File: src/rtl/mdu_pkg.sv
// Shared execute-stage types: ALU and MDU function encodings plus MDU helpers.
// MDU encodings put the word-op flag in bit 3 over the matching base op in bits 2:0.
package pipes;

  typedef enum logic [3:0] {
    ALU_ADD  = 4'd0, ALU_SUB = 4'd1, ALU_SLL = 4'd2, ALU_SLT = 4'd3,
    ALU_SLTU = 4'd4, ALU_XOR = 4'd5, ALU_SRL = 4'd6, ALU_SRA = 4'd7,
    ALU_OR   = 4'd8, ALU_AND = 4'd9
  } alufunc_t;

  typedef enum logic [3:0] {
    MDU_MUL   = 4'h0, MDU_MULH  = 4'h1, MDU_MULHSU = 4'h2, MDU_MULHU = 4'h3,
    MDU_DIV   = 4'h4, MDU_DIVU  = 4'h5, MDU_REM    = 4'h6, MDU_REMU  = 4'h7,
    MDU_MULW  = 4'h8, MDU_DIVW  = 4'hC, MDU_DIVUW  = 4'hD, MDU_REMW  = 4'hE,
    MDU_REMUW = 4'hF
  } mdufunc_t;

  localparam int MDU_W_ITERS = 32;

  typedef enum logic [1:0] {MDU_IDLE, MDU_RUN, MDU_DONE} mdu_state_t;

  // MUL is treated as signed; its low half is identical either way.
  function automatic logic mdu_a_signed(input logic [2:0] op);
    return (op == 3'd0) || (op == 3'd1) || (op == 3'd2) || (op == 3'd4) || (op == 3'd6);
  endfunction

  function automatic logic mdu_b_signed(input logic [2:0] op);
    return (op == 3'd0) || (op == 3'd1) || (op == 3'd4) || (op == 3'd6);
  endfunction

endpackage

File: src/rtl/mdu_core.sv
// Single-step radix-2 iterator: shift-add multiplier or restoring divider.
// Outputs are the post-step values so the top can register the final result directly.
module mdu_core #(
  parameter int WIDTH = 64
) (
  input  logic             clk,
  input  logic             resetn,
  input  logic             i_load,
  input  logic             i_step,
  input  logic             i_div,
  input  logic [WIDTH-1:0] i_a,
  input  logic [WIDTH-1:0] i_b,
  output logic [WIDTH-1:0] o_hi_nxt,
  output logic [WIDTH-1:0] o_lo_nxt
);
  logic [WIDTH-1:0] r_hi, r_lo, r_d;
  logic             r_div;
  logic [WIDTH:0]   w_sum, w_sh, w_diff;

  always_comb begin
    w_sum  = {1'b0, r_hi} + (r_lo[0] ? {1'b0, r_d} : '0);
    w_sh   = {r_hi, r_lo[WIDTH-1]};
    // Remainder < divisor keeps w_sh < 2*divisor, so bit WIDTH of the difference is the borrow.
    w_diff = w_sh - {1'b0, r_d};
    if (r_div) begin
      o_hi_nxt = w_diff[WIDTH] ? w_sh[WIDTH-1:0] : w_diff[WIDTH-1:0];
      o_lo_nxt = {r_lo[WIDTH-2:0], ~w_diff[WIDTH]};
    end else begin
      o_hi_nxt = w_sum[WIDTH:1];
      o_lo_nxt = {w_sum[0], r_lo[WIDTH-1:1]};
    end
  end

  always_ff @(posedge clk or negedge resetn) begin
    if (!resetn) begin
      r_hi  <= '0;
      r_lo  <= '0;
      r_d   <= '0;
      r_div <= 1'b0;
    end else if (i_load) begin
      r_hi  <= '0;
      r_lo  <= i_a;
      r_d   <= i_b;
      r_div <= i_div;
    end else if (i_step) begin
      r_hi  <= o_hi_nxt;
      r_lo  <= o_lo_nxt;
    end
  end

endmodule

File: src/rtl/mdu.sv
// Iterative RV64M multiply/divide unit: FSM, sign handling, divide shortcuts, result register.
// Define MDU_WORD_OP_EN to decode the 32-bit W ops; otherwise they alias their full-width ops.
module mdu
  import pipes::*;
#(
  parameter int WIDTH = 64,
  parameter int CNT_W = $clog2(WIDTH+1)
) (
  input  logic             clk,
  input  logic             resetn,
  input  logic             in_valid,
  output logic             in_ready,
  input  logic [WIDTH-1:0] a,
  input  logic [WIDTH-1:0] b,
  input  mdufunc_t         func,
  input  logic             flush,
  output logic             out_valid,
  input  logic             out_ready,
  output logic [WIDTH-1:0] c
);
  localparam logic [WIDTH-1:0] MOST_NEG = {1'b1, {(WIDTH-1){1'b0}}};

  mdu_state_t         r_state, w_state_nxt;
  logic [CNT_W-1:0]   r_cnt, w_iters;
  logic [2:0]         r_op, w_op;
  logic               r_neg_a, r_neg_b;
  logic [WIDTH-1:0]   r_c;

  logic               w_accept, w_sa, w_sb, w_neg_a, w_neg_b, w_is_div, w_div0, w_ovf, w_short;
  logic               w_load, w_step, w_last;
  logic [WIDTH-1:0]   w_ea, w_eb, w_mag_a, w_mag_b, w_ld_a, w_short_raw, w_short_val;
  logic [WIDTH-1:0]   w_hi, w_lo, w_mulres, w_quo, w_rem, w_res, w_res_x;
  logic [2*WIDTH-1:0] w_prod, w_prod_s;

  assign w_accept = in_valid & in_ready;
  assign w_op     = func[2:0];
  assign w_is_div = w_op[2];
  assign w_sa     = mdu_a_signed(w_op);
  assign w_sb     = mdu_b_signed(w_op);

`ifdef MDU_WORD_OP_EN
  logic w_word, r_word;

  function automatic logic [WIDTH-1:0] sext32(input logic [WIDTH-1:0] v);
    return {{(WIDTH-32){v[31]}}, v[31:0]};
  endfunction

  assign w_word  = func[3];
  assign w_ea    = !w_word ? a : (w_sa ? sext32(a) : {{(WIDTH-32){1'b0}}, a[31:0]});
  assign w_eb    = !w_word ? b : (w_sb ? sext32(b) : {{(WIDTH-32){1'b0}}, b[31:0]});
  assign w_iters = w_word ? CNT_W'(MDU_W_ITERS) : CNT_W'(WIDTH);
  assign w_ovf   = w_is_div & w_sa & w_sb &
                   (w_word ? (a[31:0] == 32'h8000_0000) && (b[31:0] == 32'hFFFF_FFFF)
                           : (a == MOST_NEG) && (b == '1));
  // A 32-bit dividend must sit at the top so its bits shift out during the 32 steps.
  assign w_ld_a  = (w_word & w_is_div) ? (w_mag_a << (WIDTH-32)) : w_mag_a;
  assign w_prod  = r_word ? ({w_hi, w_lo} >> (WIDTH-32)) : {w_hi, w_lo};
  assign w_res_x = r_word ? sext32(w_res) : w_res;
  assign w_short_val = w_word ? sext32(w_short_raw) : w_short_raw;

  always_ff @(posedge clk or negedge resetn) begin
    if (!resetn)                 r_word <= 1'b0;
    else if (w_accept && !flush) r_word <= w_word;
  end
`else
  logic w_unused_func;

  assign w_unused_func = func[3];
  assign w_ea        = a;
  assign w_eb        = b;
  assign w_iters     = CNT_W'(WIDTH);
  assign w_ovf       = w_is_div & w_sa & w_sb & (a == MOST_NEG) & (b == '1);
  assign w_ld_a      = w_mag_a;
  assign w_prod      = {w_hi, w_lo};
  assign w_res_x     = w_res;
  assign w_short_val = w_short_raw;
`endif

  assign w_neg_a = w_sa & w_ea[WIDTH-1];
  assign w_neg_b = w_sb & w_eb[WIDTH-1];
  assign w_mag_a = w_neg_a ? -w_ea : w_ea;
  assign w_mag_b = w_neg_b ? -w_eb : w_eb;
  assign w_div0  = w_is_div & (w_eb == '0);
  assign w_short = w_div0 | w_ovf;
  assign w_short_raw = w_op[1] ? (w_div0 ? w_ea : '0) : (w_div0 ? '1 : w_ea);

  assign w_load = w_accept & ~flush;
  assign w_step = (r_state == MDU_RUN) & ~flush;
  assign w_last = (r_state == MDU_RUN) && (r_cnt == CNT_W'(1));

  mdu_core #(.WIDTH(WIDTH)) u_core (
    .clk      (clk),
    .resetn   (resetn),
    .i_load   (w_load),
    .i_step   (w_step),
    .i_div    (w_is_div),
    .i_a      (w_ld_a),
    .i_b      (w_mag_b),
    .o_hi_nxt (w_hi),
    .o_lo_nxt (w_lo)
  );

  // Post-correction runs on the core's final-step values, landing in r_c on the last RUN edge.
  assign w_prod_s = (r_neg_a ^ r_neg_b) ? -w_prod : w_prod;
  assign w_mulres = (r_op == 3'd0) ? w_prod_s[WIDTH-1:0] : w_prod_s[2*WIDTH-1:WIDTH];
  assign w_quo    = (r_neg_a ^ r_neg_b) ? -w_lo : w_lo;
  assign w_rem    = r_neg_a ? -w_hi : w_hi;
  assign w_res    = r_op[2] ? (r_op[1] ? w_rem : w_quo) : w_mulres;

  always_comb begin
    w_state_nxt = r_state;
    unique case (r_state)
      MDU_IDLE: if (in_valid) w_state_nxt = w_short ? MDU_DONE : MDU_RUN;
      MDU_RUN:  if (r_cnt == CNT_W'(1)) w_state_nxt = MDU_DONE;
      MDU_DONE: if (out_ready) w_state_nxt = MDU_IDLE;
      default:  w_state_nxt = MDU_IDLE;
    endcase
    if (flush) w_state_nxt = MDU_IDLE;
  end

  always_ff @(posedge clk or negedge resetn) begin
    if (!resetn) begin
      r_state <= MDU_IDLE;
      r_cnt   <= '0;
      r_op    <= '0;
      r_neg_a <= 1'b0;
      r_neg_b <= 1'b0;
      r_c     <= '0;
    end else begin
      r_state <= w_state_nxt;
      if (flush) begin
        r_cnt <= '0;
      end else if (w_accept) begin
        r_cnt   <= w_iters;
        r_op    <= w_op;
        r_neg_a <= w_neg_a;
        r_neg_b <= w_neg_b;
        if (w_short) r_c <= w_short_val;
      end else if (r_state == MDU_RUN) begin
        r_cnt <= r_cnt - 1'b1;
        if (w_last) r_c <= w_res_x;
      end
    end
  end

  assign in_ready  = (r_state == MDU_IDLE);
  assign out_valid = (r_state == MDU_DONE);
  assign c         = r_c;

endmodule

File: config.mk
export PLATFORM = sky130hd
export DESIGN_NAME = mdu
export DESIGN_NICKNAME = d
export VERILOG_FILES = /design/src/rtl/mdu_pkg.sv /design/src/rtl/mdu_core.sv /design/src/rtl/mdu.sv
export SDC_FILE = /design/constraint.sdc
export NUM_CORES = 2
export LEC_CHECK = 0
export ABC_AREA = 1
export BUFFER_PORTS_ARGS = -buffer_cell sky130_fd_sc_hd__buf_4
export CORE_MARGIN = 2
export CORE_UTILIZATION = 35
export DETAILED_ROUTE_END_ITERATION = 8
export PLACE_DENSITY_LB_ADDON = 0.2
export SLEW_MARGIN = 15
export SYNTH_ARGS = -nofsm -noshare
export SYNTH_HDL_FRONTEND = slang
export SYNTH_SLANG_ARGS = --single-unit
File: constraint.sdc
create_clock -name clk -period 4.55 [get_ports clk]
set_input_delay 0 -clock clk [delete_from_list [all_inputs] [get_ports clk]]
set_output_delay 0 -clock clk [all_outputs]
set_load 0.02 [all_outputs]
---- Word level (Yosys, flattened, before mapping) ----
Cells that the tools add are included.
storage, ports and cells
  bits of input ports ..................... 137
  register bits ........................... 271
cells by class
  add/sub/neg operators ................... 8
  equal/unequal tests ..................... 13
  mux-type cells .......................... 32
  reduce and logical (&&, ||, !) cells .... 18
  bitwise operators ....................... 14
operator list
  operator                count
  $mux W64                22
  $neg A64 Y64            4
  $eq A64 B64 Y1 const B  2
  $mux W128               1
  $neg A128 Y128          1
  $add A64 B65 Y65        1
  $sub A65 B64 Y65        1
  $logic_not A64 Y1       1
  $mux W7                 3
  $and A1 B1 Y1           10
  $mux W2                 5
  $ne A3 B2 Y1 const B    3
  $eq A7 B1 Y1 const B    1
  $sub A7 B1 Y7 const B   1
  $eq A3 B3 Y1 const B    2
  $logic_not A3 Y1        2
  $logic_or A1 B1 Y1      6
  $pmux W2 S3             1
  $reduce_bool A2 Y1      3
  $reduce_and A4 Y1       1
  $eq A3 B1 Y1 const B    1
  $eq A3 B2 Y1 const B    1
  $reduce_and A3 Y1       1
  $reduce_bool A3 Y1      1
  other kinds (9)         10

---- Logic depth before layout (Yosys ltp) ----
  depth after elaboration ................. 14
  mapped depth ............................ 45

---- By module ----
A second synthesis with hierarchy kept.
unflattened totals
  cell total of the unflattened synthesis .. 7,035
  area total of the unflattened synthesis .. 38,114.1 um2
modules (own cells, without submodules)
  module    instances  sequential area each (um2)  area an instance (um2)  cells an instance
  mdu_core  1          4,829.6                     21,391.8                3,768
  mdu       1          1,951.9                     16,722.3                3,267

---- Worst setup path after synthesis ----
No wires, ideal clock.
  path type ............................... reg-to-reg
  from .................................... register u_core.r_d[0]
  to ...................................... register r_c[44], in the netlist c[44]
  buffers on the path ..................... 2
  setup time .............................. 0.122 ns
  cell stages (with the launch flop) ...... 42
  slack ................................... 0.038 ns
  period minus slack after synthesis ...... 4.512 ns
  data arrival time ....................... 4.389 ns
  cells stage by stage .................... dfrtp_1 -> ha_1 -> fa_1 -> inv_1 -> nand2_1 -> nand2_1 -> nand3_1 -> nand2_2 -> nand2_2 -> nand2_4 -> nand2_2 -> nand2_4 -> nand2_4 -> nand2_4 -> nand2_2 -> nand2_2 -> buf_6 -> buf_6 -> [... 6 more ...] -> nor3_2 -> nand2_1 -> o31ai_4 -> nand2_2 -> nor2_2 -> nand2_2 -> inv_2 -> nand2_4 -> inv_2 -> nand2_2 -> nor2_4 -> nand3_1 -> nand2_1 -> nand2_1 -> nand2_1 -> nand2_1 -> nand2_1 -> a21oi_1
on the way
  cells in the longest elaborated chain, start to end .. 10
ends and longest elaborated chain
  what                                          line                            RTL
  start, declared                               mdu_core.sv:16                  logic [WIDTH-1:0] r_hi, r_lo, r_d;
  start signal, assigned                        mdu_core.sv:43                  r_d <= i_b;
  $mux W64 or $sub A65 B64 Y65 (tied branches)  mdu_core.sv:21, mdu_core.sv:24
  $add A64 B65 Y65 (tied with other cells)      mdu_core.sv:21                  w_sum = {1'b0, r_hi} + (r_lo[0] ? {1'b0, r_d} : '0);
  $mux W64                                      mdu_core.sv:25                  if (r_div) begin
  $neg A128 Y128 (tied with other cells)        mdu.sv:104                      assign w_prod_s = (r_neg_a ^ r_neg_b) ? -w_prod : w_prod;
  $mux W128 (tied with other cells)             mdu.sv:104
  $mux W64, on equally long branches            mdu.sv:105, mdu.sv:108
  $mux W64 (*)                                  mdu.sv:108                      assign w_res = r_op[2] ? (r_op[1] ? w_rem : w_quo) : w_mulres;
  $mux W64 (*)                                  mdu.sv:141                      if (w_last) r_c <= w_res_x;
  $mux W64 (*)                                  mdu.sv:139                      end else if (r_state == MDU_RUN) begin
  $mux W64 (*)                                  mdu.sv:133                      end else if (w_accept) begin
  end signal, assigned                          mdu.sv:138                      if (w_short) r_c <= w_short_val;
  end signal, assigned                          mdu.sv:141
  end, declared                                 mdu.sv:27                       logic [WIDTH-1:0] r_c;
Mark *: on every way between the ends. The rest lies on a longest branch, timed or not. The select of a mux whose other input is x is not followed.
A chain may end at the register's enable or synchronous reset.

---- Worst setup path after layout ----
  from .................................... register u_core.r_d[0]
  to ...................................... register r_c[42], in the netlist c[42]
The elaborated chain is that of the path after synthesis.

==> results.py <==
metrics = {
    "outcome": {
        "outcome": "finished, violations left",
        "violations": "negative setup slack",
    },
    "floorplan": {
        "core_area_sq_um": 107200,
        "die_x_microns": 333.1,
        "start_util": 0.3537,
        "num_rows": 120,
        "io_pins": 203,
        "die_h_microns": 333.1,
        "die_area_sq_um": 111000,
    },
    "sta": {
        "setup_viol": 49,
        "worst_slew_pin_slew_ns": 1.098,
        "slew-limit-headroom": 0.2606,
        "fin_crit_ns": 4.853,
        "max_freq_ghz": 0.2061,
        "drv_slew": 0,
        "setup_ws_ns": -0.3026,
        "fin_skew_ns": 0.04419,
        "period_share": 1.067,
        "rsz0062_at_grt": "yes",
        "hold_violations": 0,
    },
    "pwr": {
        "p_seq_frac": 0.087,
        "cellPowerDensity_nw_per_um2": 872.5,
        "p_leak_nw": 28.80,
        "intPower_w": 0.02055,
        "switching_share": 0.5672,
        "p_switching_w": 0.02692,
        "p_comb_frac": 0.838,
        "p_clk_frac": 0.075,
        "irDropWorstVdd_mv": 0.4130,
    },
    "global_route": {
        "gr-total-overflow": 0,
        "antenna_found_initial": 24,
        "grt_pass1_wl_microns": 336400,
        "grt_pass1_vias": 48586,
        "grtUsageTotal": 0.4168,
        "grt_max_degree": 137,
    },
    "layout": {
        "area_delta_synth_final_pct": 43.50,
        "num-nets-final": 8568,
        "drive_above_1_share": 0.2433,
        "final_util": 0.5075,
        "fin_cells": 9729,
    },
    "clock_tree": {
        "root_buffer": "clkbuf_16",
        "h-tree-depth": 2,
        "clkTransAtPathRegs_ns": 0.06,
        "clkLatencyLatePin_ns": 0.65,
        "cts_sinks": 270,
        "cts_tree": "built",
        "numCtsBuffers": 41,
        "cts_max_path_buffers": 3,
    },
    "route": {
        "final_antenna_net_count": 0,
        "drtIter0Drc": 6619,
        "route.detailed.drc": 0,
        "vias": 52464,
        "wl_per_cell_microns": 24.68,
        "vias_per_cell": 5.393,
        "routed_wl_microns": 240100,
        "dr.pass1.iters": 8,
    },
    "synth": {
        "yosysSeqAreaShare": 0.1782,
        "yosys-top-cells-area": "nand2_1 22%, dfrtp_1 18%, inv_1 10%, nor2_1 7.8%, o21ai_0 7.0%",
        "synth_flop_cell": "dfrtp_1",
        "synth_cells": 6891,
        "synth_top_area_share": 0.2241,
        "ys.warnings.count": 0,
        "avgSynthCellArea_sq_um": 5.502,
        "syn-cell-area_sq_um": 37920,
        "async_reset_ff_frac": 1.000,
        "synth_nets": 7165,
        "ys_ff_latch": 270,
        "synth-edff-count": 0,
        "yosysTopAreaCell": "nand2_1",
        "synth_cell_types": 65,
    },
    "worst_setup_path": {
        "arrival_ns": 5.36,
        "critPathRequiredTime_ns": 5.06,
        "cp_max_fo": 4,
        "cp_slowest_stage_delay_ns": 0.42,
        "start_kind": "flop",
        "crit_type": "reg2reg",
        "slowest_stage": "dfrtp_1",
        "end_kind": "flop",
        "path_common_cell": "nand2_4",
    },
    "placed_design": {
        "place_hpwl_microns": 196700,
        "place_congestion": 1.085,
        "place_inst": 9437,
        "io_buffers": 201,
    },
    "hold_path": {
        "hp-class": "in2reg",
    },
    "run": {
        "drv_cap": 0,
    },
}
==> per-stage QoR <==
stage	cell area, sq um	power [W]	worst slack, ns	hold WS (ns)	setup TNS (ns)
after CTS	53090	0.04466	-0.1939	0.007019	-1.799
after global placement	49330	0.03989	-0.5555	0.03149	-14.58
after detailed placement	49330	0.03991	-0.5863	0.03973	-19.03
after global routing	54400	0.04988	-0.6067	0.04288	-18.02
final	54410	0.04747	-0.3026	0.02658	-6.348
after floorplan	37920	0.02060	0.03834	-0.2956	0
==> Yosys cell counts, drive strengths merged, types with 78 or more instances <==
cell type	n
clkbuf	142
buf	84
a21oi	433
nor3	78
nand2	2305
dfrtp	270
o21ai	577
nor2	828
xor2	174
nand3	429
ha	135
inv	1034
==> state kept, by name, indices dropped and copies added, names as in the netlist <==
signal	flops
c	64
r_cnt	7
r_neg_a	1
r_neg_b	1
r_op	2
r_state	2
u_core.r_d	64
u_core.r_div	1
u_core.r_hi	64
u_core.r_lo	64
==> power groups by stage <==
stage / Sequential (W) / Clock [W] / Combinational (W)
3_3_place_gp: 0.00410 / 0 / 0.0358
5_1_grt: 0.00420 / 0.00367 / 0.0420
3_5_place_dp: 0.00412 / 0 / 0.0358
6_report: 0.00414 / 0.00357 / 0.0398
2_1_floorplan: 0.00428 / 0 / 0.0163
4_1_cts: 0.00410 / 0.00361 / 0.0370
==> final cells by class <==
class,instances,area [sq um]
diodes,2,5.005
clock buffers,57,1186
flip-flops and latches,270,6764
fillers,11482,52800
clock inverters,16,269.0
repair buffers,1587,12800
inverters,1038,3919
well taps,1403,1755
multi-input cells,5356,27700
==> final timing paths <==
| check | endpoint | startpoint | cells after the start | slack, ns |
|---|---|---|---|---|
| setup / recovery | c[42] | u_core.r_d[0] | 43 | -0.30 |
| hold / removal | u_core.r_lo[7] | a[7] | 5 | 0.03 |
| setup reg to reg | c[42] | u_core.r_d[0] | 43 | -0.30 |
| hold reg to reg | c[4] | c[4] | 2 | 0.50 |
| max in group asynchronous | u_core.r_lo[16] | resetn | 4 | 2.91 |
| min in group asynchronous | c[36] | resetn | 3 | 0.45 |
==> worst max-delay path, delay by kind of cell (launching register included) <==
family | cells | cell delay (ns)
AND/OR/NAND/NOR | 35 | 3.03
adder cells (fa/ha/maj) | 3 | 0.71
buffers and inverters | 4 | 0.48
flip-flops | 1 | 0.42
AO/OA/AOI/OAI | 1 | 0.09
==> kinds of logic (layout without fill, tap and decap cells) <==
kind of cell	Yosys count	after routing	synth area share
multiplexers	2	2	0.0005280
flip-flops	270	270	0.1782
other	0	2	0
AND/OR/NAND/NOR	3798	3798	0.4160
buffers and inverters	1265	2698	0.1308
adder cells (fa/ha/maj)	173	173	0.05511
XOR/XNOR	225	225	0.05198
AO/OA/AOI/OAI	1158	1158	0.1674
==> metal layers <==
metal	global-route usage	up-vias	wire length [microns]
met1	0.5782	24503	103600
met5	0	-	115
met3	0.1308	534	29510
met2	0.5931	2787	95470
li1	-	24624	-
met4	0.1678	16	11390
==> layout by cell type, fill, tap and decap left out, drive strengths merged, types with 2 or more instances in the layout <==
cell / instances
nand2: 2305
buf: 1450
inv: 1035
nor2: 828
o21ai: 577
a21oi: 433
nand3: 429
dfrtp: 270
xor2: 174
dlygate4sd3: 135
ha: 135
nor3: 78
clkbuf: 59
xnor2: 51
nand4: 49
nand3b: 41
o22ai: 41
nor4: 37
maj3: 36
o21bai: 28
o211ai: 22
a31oi: 19
or2: 16
clkinv: 11
o21a: 8
o31ai: 7
and2: 6
o221ai: 6
bufinv: 6
a21boi: 5
or3: 4
a21o: 4
o2111ai: 3
diode: 2
mux2i: 2
and3: 2
fa: 2
clkinvlp: 2
a41oi: 2
==> timing repair <==
action | CTS | global route
endpoints found under the hold margin | 258 | 0
buffers inserted | 48 | 36
gates cloned | 0 | 3
pin swaps | 47 | 66
hold buffers | 135 | 0
setup endpoints to repair | 61 | 63
gates resized for setup | 172 | 263
No activity file was read; power rests on OpenSTA's default activity.
